`src/rtl/tdc_multi_ch_stamper.sv`:
```
// Multi-channel TDC timestamper: shared coarse counter, per-channel hit holding,
// round-robin arbitration into a FWFT FIFO. Optional macro: TDC_ROLLOVER_MARK_EN.
module tdc_multi_ch_stamper #(
    parameter  int NUM_CH       = 4,
    parameter  int FINE_WIDTH   = 8,
    parameter  int COARSE_WIDTH = 16,
    parameter  int FIFO_DEPTH   = 16,
    localparam int CH_W         = (NUM_CH > 1) ? $clog2(NUM_CH) : 1,
    localparam int DW           = 1 + CH_W + COARSE_WIDTH + FINE_WIDTH,
    localparam int LW           = $clog2(FIFO_DEPTH) + 1
) (
    input  logic                         clk,
    input  logic                         rst,
    input  logic                         i_en,
    input  logic [NUM_CH-1:0]            i_fine_valid,
    input  logic [NUM_CH*FINE_WIDTH-1:0] i_fine_code,
    input  logic                         i_ready,
    output logic                         o_valid,
    output logic [DW-1:0]                o_dout,
    output logic [LW-1:0]                o_level,
    output logic                         o_full,
    output logic [15:0]                  o_drop_cnt
);
    localparam int AW = $clog2(FIFO_DEPTH);

    logic [COARSE_WIDTH-1:0] r_coarse;
    logic [COARSE_WIDTH-1:0] r_hold_coarse [NUM_CH];
    logic [FINE_WIDTH-1:0]   r_hold_fine   [NUM_CH];
    logic [NUM_CH-1:0]       r_pend;
    logic [CH_W-1:0]         r_last;
    logic [DW-1:0]           r_mem [FIFO_DEPTH];
    logic [AW-1:0]           r_wptr;
    logic [AW-1:0]           r_rptr;
    logic [LW-1:0]           r_level;
    logic [15:0]             r_drop_cnt;

    logic                    w_space;
    logic                    w_gnt_any;
    logic [CH_W-1:0]         w_gnt_idx;
    logic [NUM_CH-1:0]       w_gnt_vec;
    logic [NUM_CH-1:0]       w_cap;
    logic [NUM_CH-1:0]       w_drop_vec;
    logic [5:0]              w_drop_num;
    logic [16:0]             w_drop_sum;
    logic                    w_push;
    logic                    w_pop;
    logic [DW-1:0]           w_word;
    logic                    w_mark_sel;
    logic                    w_mark_drop;
    logic [DW-1:0]           w_mark_word;

    function automatic int rr_next(input int base, input int off);
        int s;
        s = base + off;
        return (s >= NUM_CH) ? (s - NUM_CH) : s;
    endfunction

    assign w_space = (r_level != LW'(FIFO_DEPTH));

`ifdef TDC_ROLLOVER_MARK_EN
    logic                    r_mark_pend;
    logic [COARSE_WIDTH-1:0] r_epoch;
    logic                    w_wrap;

    assign w_wrap      = i_en && (r_coarse == {COARSE_WIDTH{1'b1}});
    assign w_mark_sel  = r_mark_pend && w_space;
    assign w_mark_drop = w_wrap && r_mark_pend && !w_mark_sel;
    assign w_mark_word = {1'b1, {CH_W{1'b0}}, r_epoch, {FINE_WIDTH{1'b0}}};

    // Rollover epoch count and pending marker request
    always_ff @(posedge clk) begin
        if (rst) begin
            r_mark_pend <= 1'b0;
            r_epoch     <= '0;
        end else if (w_wrap) begin
            r_mark_pend <= 1'b1;
            r_epoch     <= r_epoch + {{(COARSE_WIDTH-1){1'b0}}, 1'b1};
        end else if (w_mark_sel) begin
            r_mark_pend <= 1'b0;
        end else begin
            r_mark_pend <= r_mark_pend;
        end
    end
`else
    assign w_mark_sel  = 1'b0;
    assign w_mark_drop = 1'b0;
    assign w_mark_word = '0;
`endif

    // Round-robin grant starting after the last granted channel; markers take precedence
    always_comb begin
        w_gnt_any = 1'b0;
        w_gnt_idx = '0;
        w_gnt_vec = '0;
        for (int i = 1; i <= NUM_CH; i++) begin
            if (!w_gnt_any && w_space && !w_mark_sel && r_pend[rr_next(int'(r_last), i)]) begin
                w_gnt_any = 1'b1;
                w_gnt_idx = CH_W'(rr_next(int'(r_last), i));
                w_gnt_vec[rr_next(int'(r_last), i)] = 1'b1;
            end else begin
                w_gnt_any = w_gnt_any;
            end
        end
    end

    // A hit is only lost when its slot is occupied and not being drained this cycle
    always_comb begin
        w_cap      = i_fine_valid & (~r_pend | w_gnt_vec);
        w_drop_vec = i_fine_valid & r_pend & ~w_gnt_vec;
        w_drop_num = {5'd0, w_mark_drop};
        for (int i = 0; i < NUM_CH; i++) begin
            w_drop_num = w_drop_num + {5'd0, w_drop_vec[i]};
        end
        w_drop_sum = {1'b0, r_drop_cnt} + {11'd0, w_drop_num};
    end

    assign w_push = w_gnt_any || w_mark_sel;
    assign w_pop  = o_valid && i_ready;
    assign w_word = w_mark_sel ? w_mark_word
                               : {1'b0, w_gnt_idx, r_hold_coarse[w_gnt_idx], r_hold_fine[w_gnt_idx]};

    // Coarse counter, holding registers, arbiter pointer and drop counter
    always_ff @(posedge clk) begin
        if (rst) begin
            r_coarse   <= '0;
            r_pend     <= '0;
            r_last     <= CH_W'(NUM_CH - 1);
            r_drop_cnt <= 16'd0;
            for (int k = 0; k < NUM_CH; k++) begin
                r_hold_coarse[k] <= '0;
                r_hold_fine[k]   <= '0;
            end
        end else begin
            r_coarse   <= i_en ? (r_coarse + {{(COARSE_WIDTH-1){1'b0}}, 1'b1}) : r_coarse;
            r_last     <= w_gnt_any ? w_gnt_idx : r_last;
            r_drop_cnt <= w_drop_sum[16] ? 16'hFFFF : w_drop_sum[15:0];
            r_pend     <= w_cap | (r_pend & ~w_gnt_vec);
            for (int k = 0; k < NUM_CH; k++) begin
                if (w_cap[k]) begin
                    r_hold_coarse[k] <= r_coarse;
                    r_hold_fine[k]   <= i_fine_code[k*FINE_WIDTH +: FINE_WIDTH];
                end else begin
                    r_hold_coarse[k] <= r_hold_coarse[k];
                    r_hold_fine[k]   <= r_hold_fine[k];
                end
            end
        end
    end

    // FIFO storage; contents are masked at the output while empty, so no reset needed
    always_ff @(posedge clk) begin
        if (w_push) begin
            r_mem[r_wptr] <= w_word;
        end
    end

    // FIFO pointers and occupancy
    always_ff @(posedge clk) begin
        if (rst) begin
            r_wptr  <= '0;
            r_rptr  <= '0;
            r_level <= '0;
        end else begin
            r_wptr <= w_push ? (r_wptr + AW'(1)) : r_wptr;
            r_rptr <= w_pop  ? (r_rptr + AW'(1)) : r_rptr;
            case ({w_push, w_pop})
                2'b10:   r_level <= r_level + LW'(1);
                2'b01:   r_level <= r_level - LW'(1);
                default: r_level <= r_level;
            endcase
        end
    end

    assign o_valid    = (r_level != '0);
    assign o_full     = (r_level == LW'(FIFO_DEPTH));
    assign o_level    = r_level;
    assign o_dout     = o_valid ? r_mem[r_rptr] : '0;
    assign o_drop_cnt = r_drop_cnt;
endmodule
```
`config.mk`:
```
export PLATFORM = sky130hd
export DESIGN_NAME = tdc_multi_ch_stamper
export DESIGN_NICKNAME = d
export VERILOG_FILES = /design/src/rtl/tdc_multi_ch_stamper.sv
export SDC_FILE = /design/constraint.sdc
export NUM_CORES = 1
export LEC_CHECK = 0
export BUFFER_PORTS_ARGS = -buffer_cell sky130_fd_sc_hd__buf_2
export CORE_MARGIN = 3
export CORE_UTILIZATION = 45
export DETAILED_ROUTE_END_ITERATION = 10
export PLACE_DENSITY = 0.71
export RECOVER_POWER = 50
export SLEW_MARGIN = 20
export SYNTH_ARGS = -nofsm -noshare
export SYNTH_HDL_FRONTEND = slang
export SYNTH_SLANG_ARGS = --single-unit
```
`constraint.sdc`:
```
create_clock -name clk -period 5.2 [get_ports clk]
set_input_delay 0.52 -clock clk [delete_from_list [all_inputs] [get_ports clk]]
set_output_delay 0.52 -clock clk [all_outputs]
set_load 0.05 [all_outputs]
```
==> flow_summary.ini <==
[hold_path]
min_path_type = in -> reg

[logic_synthesis]
synth_top_area_frac = 0.659
synth_xor_area_frac = 0.0116
synth_compound_area_frac = 0.0174
synth_nets = 1345
synthMuxAreaShare = 0.164
synth-edff-count = 512
async_flop_share = 0
yosys.area_share.simple = 0.0660
syn_avg_cell_area_sq_um = 18.2
yosysTopAreaCell = edfxtp_1
synthAdderAreaFrac = 0.0136
netlist_top_cells_area = edfxtp_1 (66%), mux4_2 (13%), dfxtp_1 (4.7%)
ys_warn_count = 0
synth.distinct_cells = 55
syn_inst = 1282
synth_area_sq_mm = 0.0233
ys_ff_latch = 567
ys.flop_type = edfxtp_1
synth_top_family_by_area = multiplexers
ys_seq_area_frac = 0.706

[sta]
worst_slack_ps = 420
timing.final.crit_share = 0.919
hold_viol = 0
tightest_slew_ps = 3010
setup_tns_ps = 0
max_freq_mhz = 209
rsz0062_at_grt = no
fin_skew_ps = 35.4
setup_violations = 0
slew_headroom = -1.01
period_needed_ps = 4780
finalMaxSlewViolations = 390

[cells_and_area]
drive_gt1_frac = 0.242
final_cell_mix = edfxtp_1 (512), mux4_2 (134), nor2_1 (113), mux2i_1 (66), buf_2 (66)
syn2layout_area_growth_pct = 13.1
final_util = 0.521
fillers = 4017
final_common_cell = edfxtp_1
nets = 1471

[routing]
vias = 12000
ant_nets = 0
firstDrtPassIters = 5
remaining_drc_errors = 0
wl_per_cell_um = 23.1
vias_per_cell = 5.63
drtIter0Drc = 1235
wl_um = 49200

[power_and_ir_drop]
power_density_mw_per_mm2 = 593
switching_share = 0.333
seq_power_share = 0.428
max-vdd-ir-drop_mv = 0.344
clkPwrFrac = 0.250
combPwrFrac = 0.322
switching_power_mw = 5.20
leakage_nw = 8.95
intPower_mw = 10.4

[placement]
portBuffers = 88
place_ws_ps = -99.4
routabilityCongestion = 0.804
hpwl_um = 28600

[clock_network]
clk_pin_slew_worst_paths_ps = 60
cts_tree = built
clk_latency_ps = 620
htree_levels = 2
cts_sinks = 567
numCtsBuffers = 56
clockBufferDepth = 3
cts_root_buf = clkbuf_16

[setup_path]
cp_data_arrival_time_ps = 5250
crit_required_ps = 5670
startpoint_type = register
crit_fanout = 9
cp-end-kind = register
critical_path_class = reg -> reg

[global_routing]
track_usage = 0.184
grt_use_met3 = 0.0312
grt_busiest_layer = met2
antenna_found_initial = 2
grt_pass1_wl_um = 75000
grt_start_max_net_pins = 55
use_met2 = 0.311
grt_pass1_vias = 12300
use_met1 = 0.245
grt-ovfl-total = 0

[floorplanning]
die_w_um = 234
die_h_um = 234
coreArea_sq_mm = 0.0507
fp.dieArea_sq_mm = 0.0546
rows = 82
io_pins = 90
start_util = 0.460

[status]
violations = max-capacitance violations, max-slew violations
run_status = finished with violations

[job]
cap_viol_max_count = 17
## Yosys cell counts (all sizes together), types with 3 or more instances
library cell and n:
or2 3, inv 27, xnor2 13, ha 19
fa 4, or4 3, nand3 10, nor4 4
nor3b 17, nor2 113, or3 5, nand4 8
mux4 134, clkbuf 37, dfxtp 55, mux2i 79
nor2b 3, xor2 18, nand3b 4, nand2b 24
buf 34, o21ai 5, o31ai 7, and2 26
nand2 28, and3 23, a21oi 31, nor3 16
edfxtp 512
## cell type report
class / instances / area [sq um] / area share
repair buffers: 139 / 763 / 0.0289
well taps: 672 / 841 / 0.0319
clock buffers: 73 / 1530 / 0.0578
clock inverters: 33 / 280 / 0.0106
flip-flops and latches: 567 / 16500 / 0.625
multi-input cells: 617 / 6380 / 0.242
inverters: 27 / 101 / 0.00384
diodes: 3 / 7.51 / 0.000284
## state kept, by name, indices dropped and copies added (netlist names), named ones only
name           count
r_hold_fine       32
r_coarse          16
r_mem            416
o_level            5
r_rptr             4
r_last             2
r_pend             4
o_drop_cnt        16
r_wptr             4
r_hold_coarse     64
## per-layer routing
metal	up-vias	wire length (um)
li1	5289	-
met1	6169	19900
met2	464	24900
met3	81	3330
met4	2	1010
met5	-	13
## power by group through the flow
stage	Combinational [mW]	Sequential [mW]	Clock [mW]
6_report	5.04	6.69	3.91
5_1_grt	5.41	6.75	4.16
4_1_cts	5.10	6.69	3.98
3_5_place_dp	5.08	6.77	0
3_3_place_gp	4.96	6.73	0
2_1_floorplan	3.65	6.68	0
## kinds of logic (layout without fill, tap and decap cells)
| kind of cell | Yosys count | count (layout) |
|---|---|---|
| AOI/OAI and AO/OA | 58 | 58 |
| xor gates and xnor gates | 31 | 31 |
| adders and majority gates | 23 | 23 |
| other | 1 | 4 |
| muxes | 215 | 215 |
| buffers and inverters | 98 | 272 |
| and+or+nand+nor | 289 | 289 |
| DFF | 567 | 567 |
## through the flow
step	cell area [sq um]	cells	hold slack [ps]	total power, mW
4_1_cts	26600	2126	191	15.8
5_1_grt	26400	2128	211	16.3
2_1_floorplan	23300	1282	480	10.3
3_5_place_dp	24800	2020	511	11.8
6_report	26400	2131	217	15.6
3_3_place_gp	24800	2020	502	11.7
## critical path: stages (launching register included)
cell and delay, ps:
dfxtp_2 420, inv_1 120, ha_2 450, mux4_2 330, a21o_2 260, o31ai_1 130, or3_1 410, or2_2 300
fa_1 490, fa_1 460, inv_1 80, fa_1 200, nand3_1 180, nor4b_4 300, buf_4 190, nand3_1 70
nor3b_1 190, nor3_1 70
## final timing paths
path	from	endpoint	depth (start not counted)	slack, ps
worst max-delay path	r_last[1]$_SDFFE_PP1N_	o_drop_cnt[14]$_SDFF_PP0_	17	420
worst min-delay path	i_fine_valid[1]	r_pend[1]$_SDFF_PP0_	2	220
worst max register to register	r_last[1]$_SDFFE_PP1N_	o_drop_cnt[14]$_SDFF_PP0_	17	420
worst min register to register	r_coarse[15]$_SDFFE_PP0P_	r_coarse[15]$_SDFFE_PP0P_	2	520
## repair_timing
item | CTS | global route
setup endpoints to repair | 12 | 15
buffers inserted | 0 | 2
resized for setup | 2 | 2
hold buffers | 0 | 0
pin swaps | 0 | 1
Power figures use the tool's default switching activity.
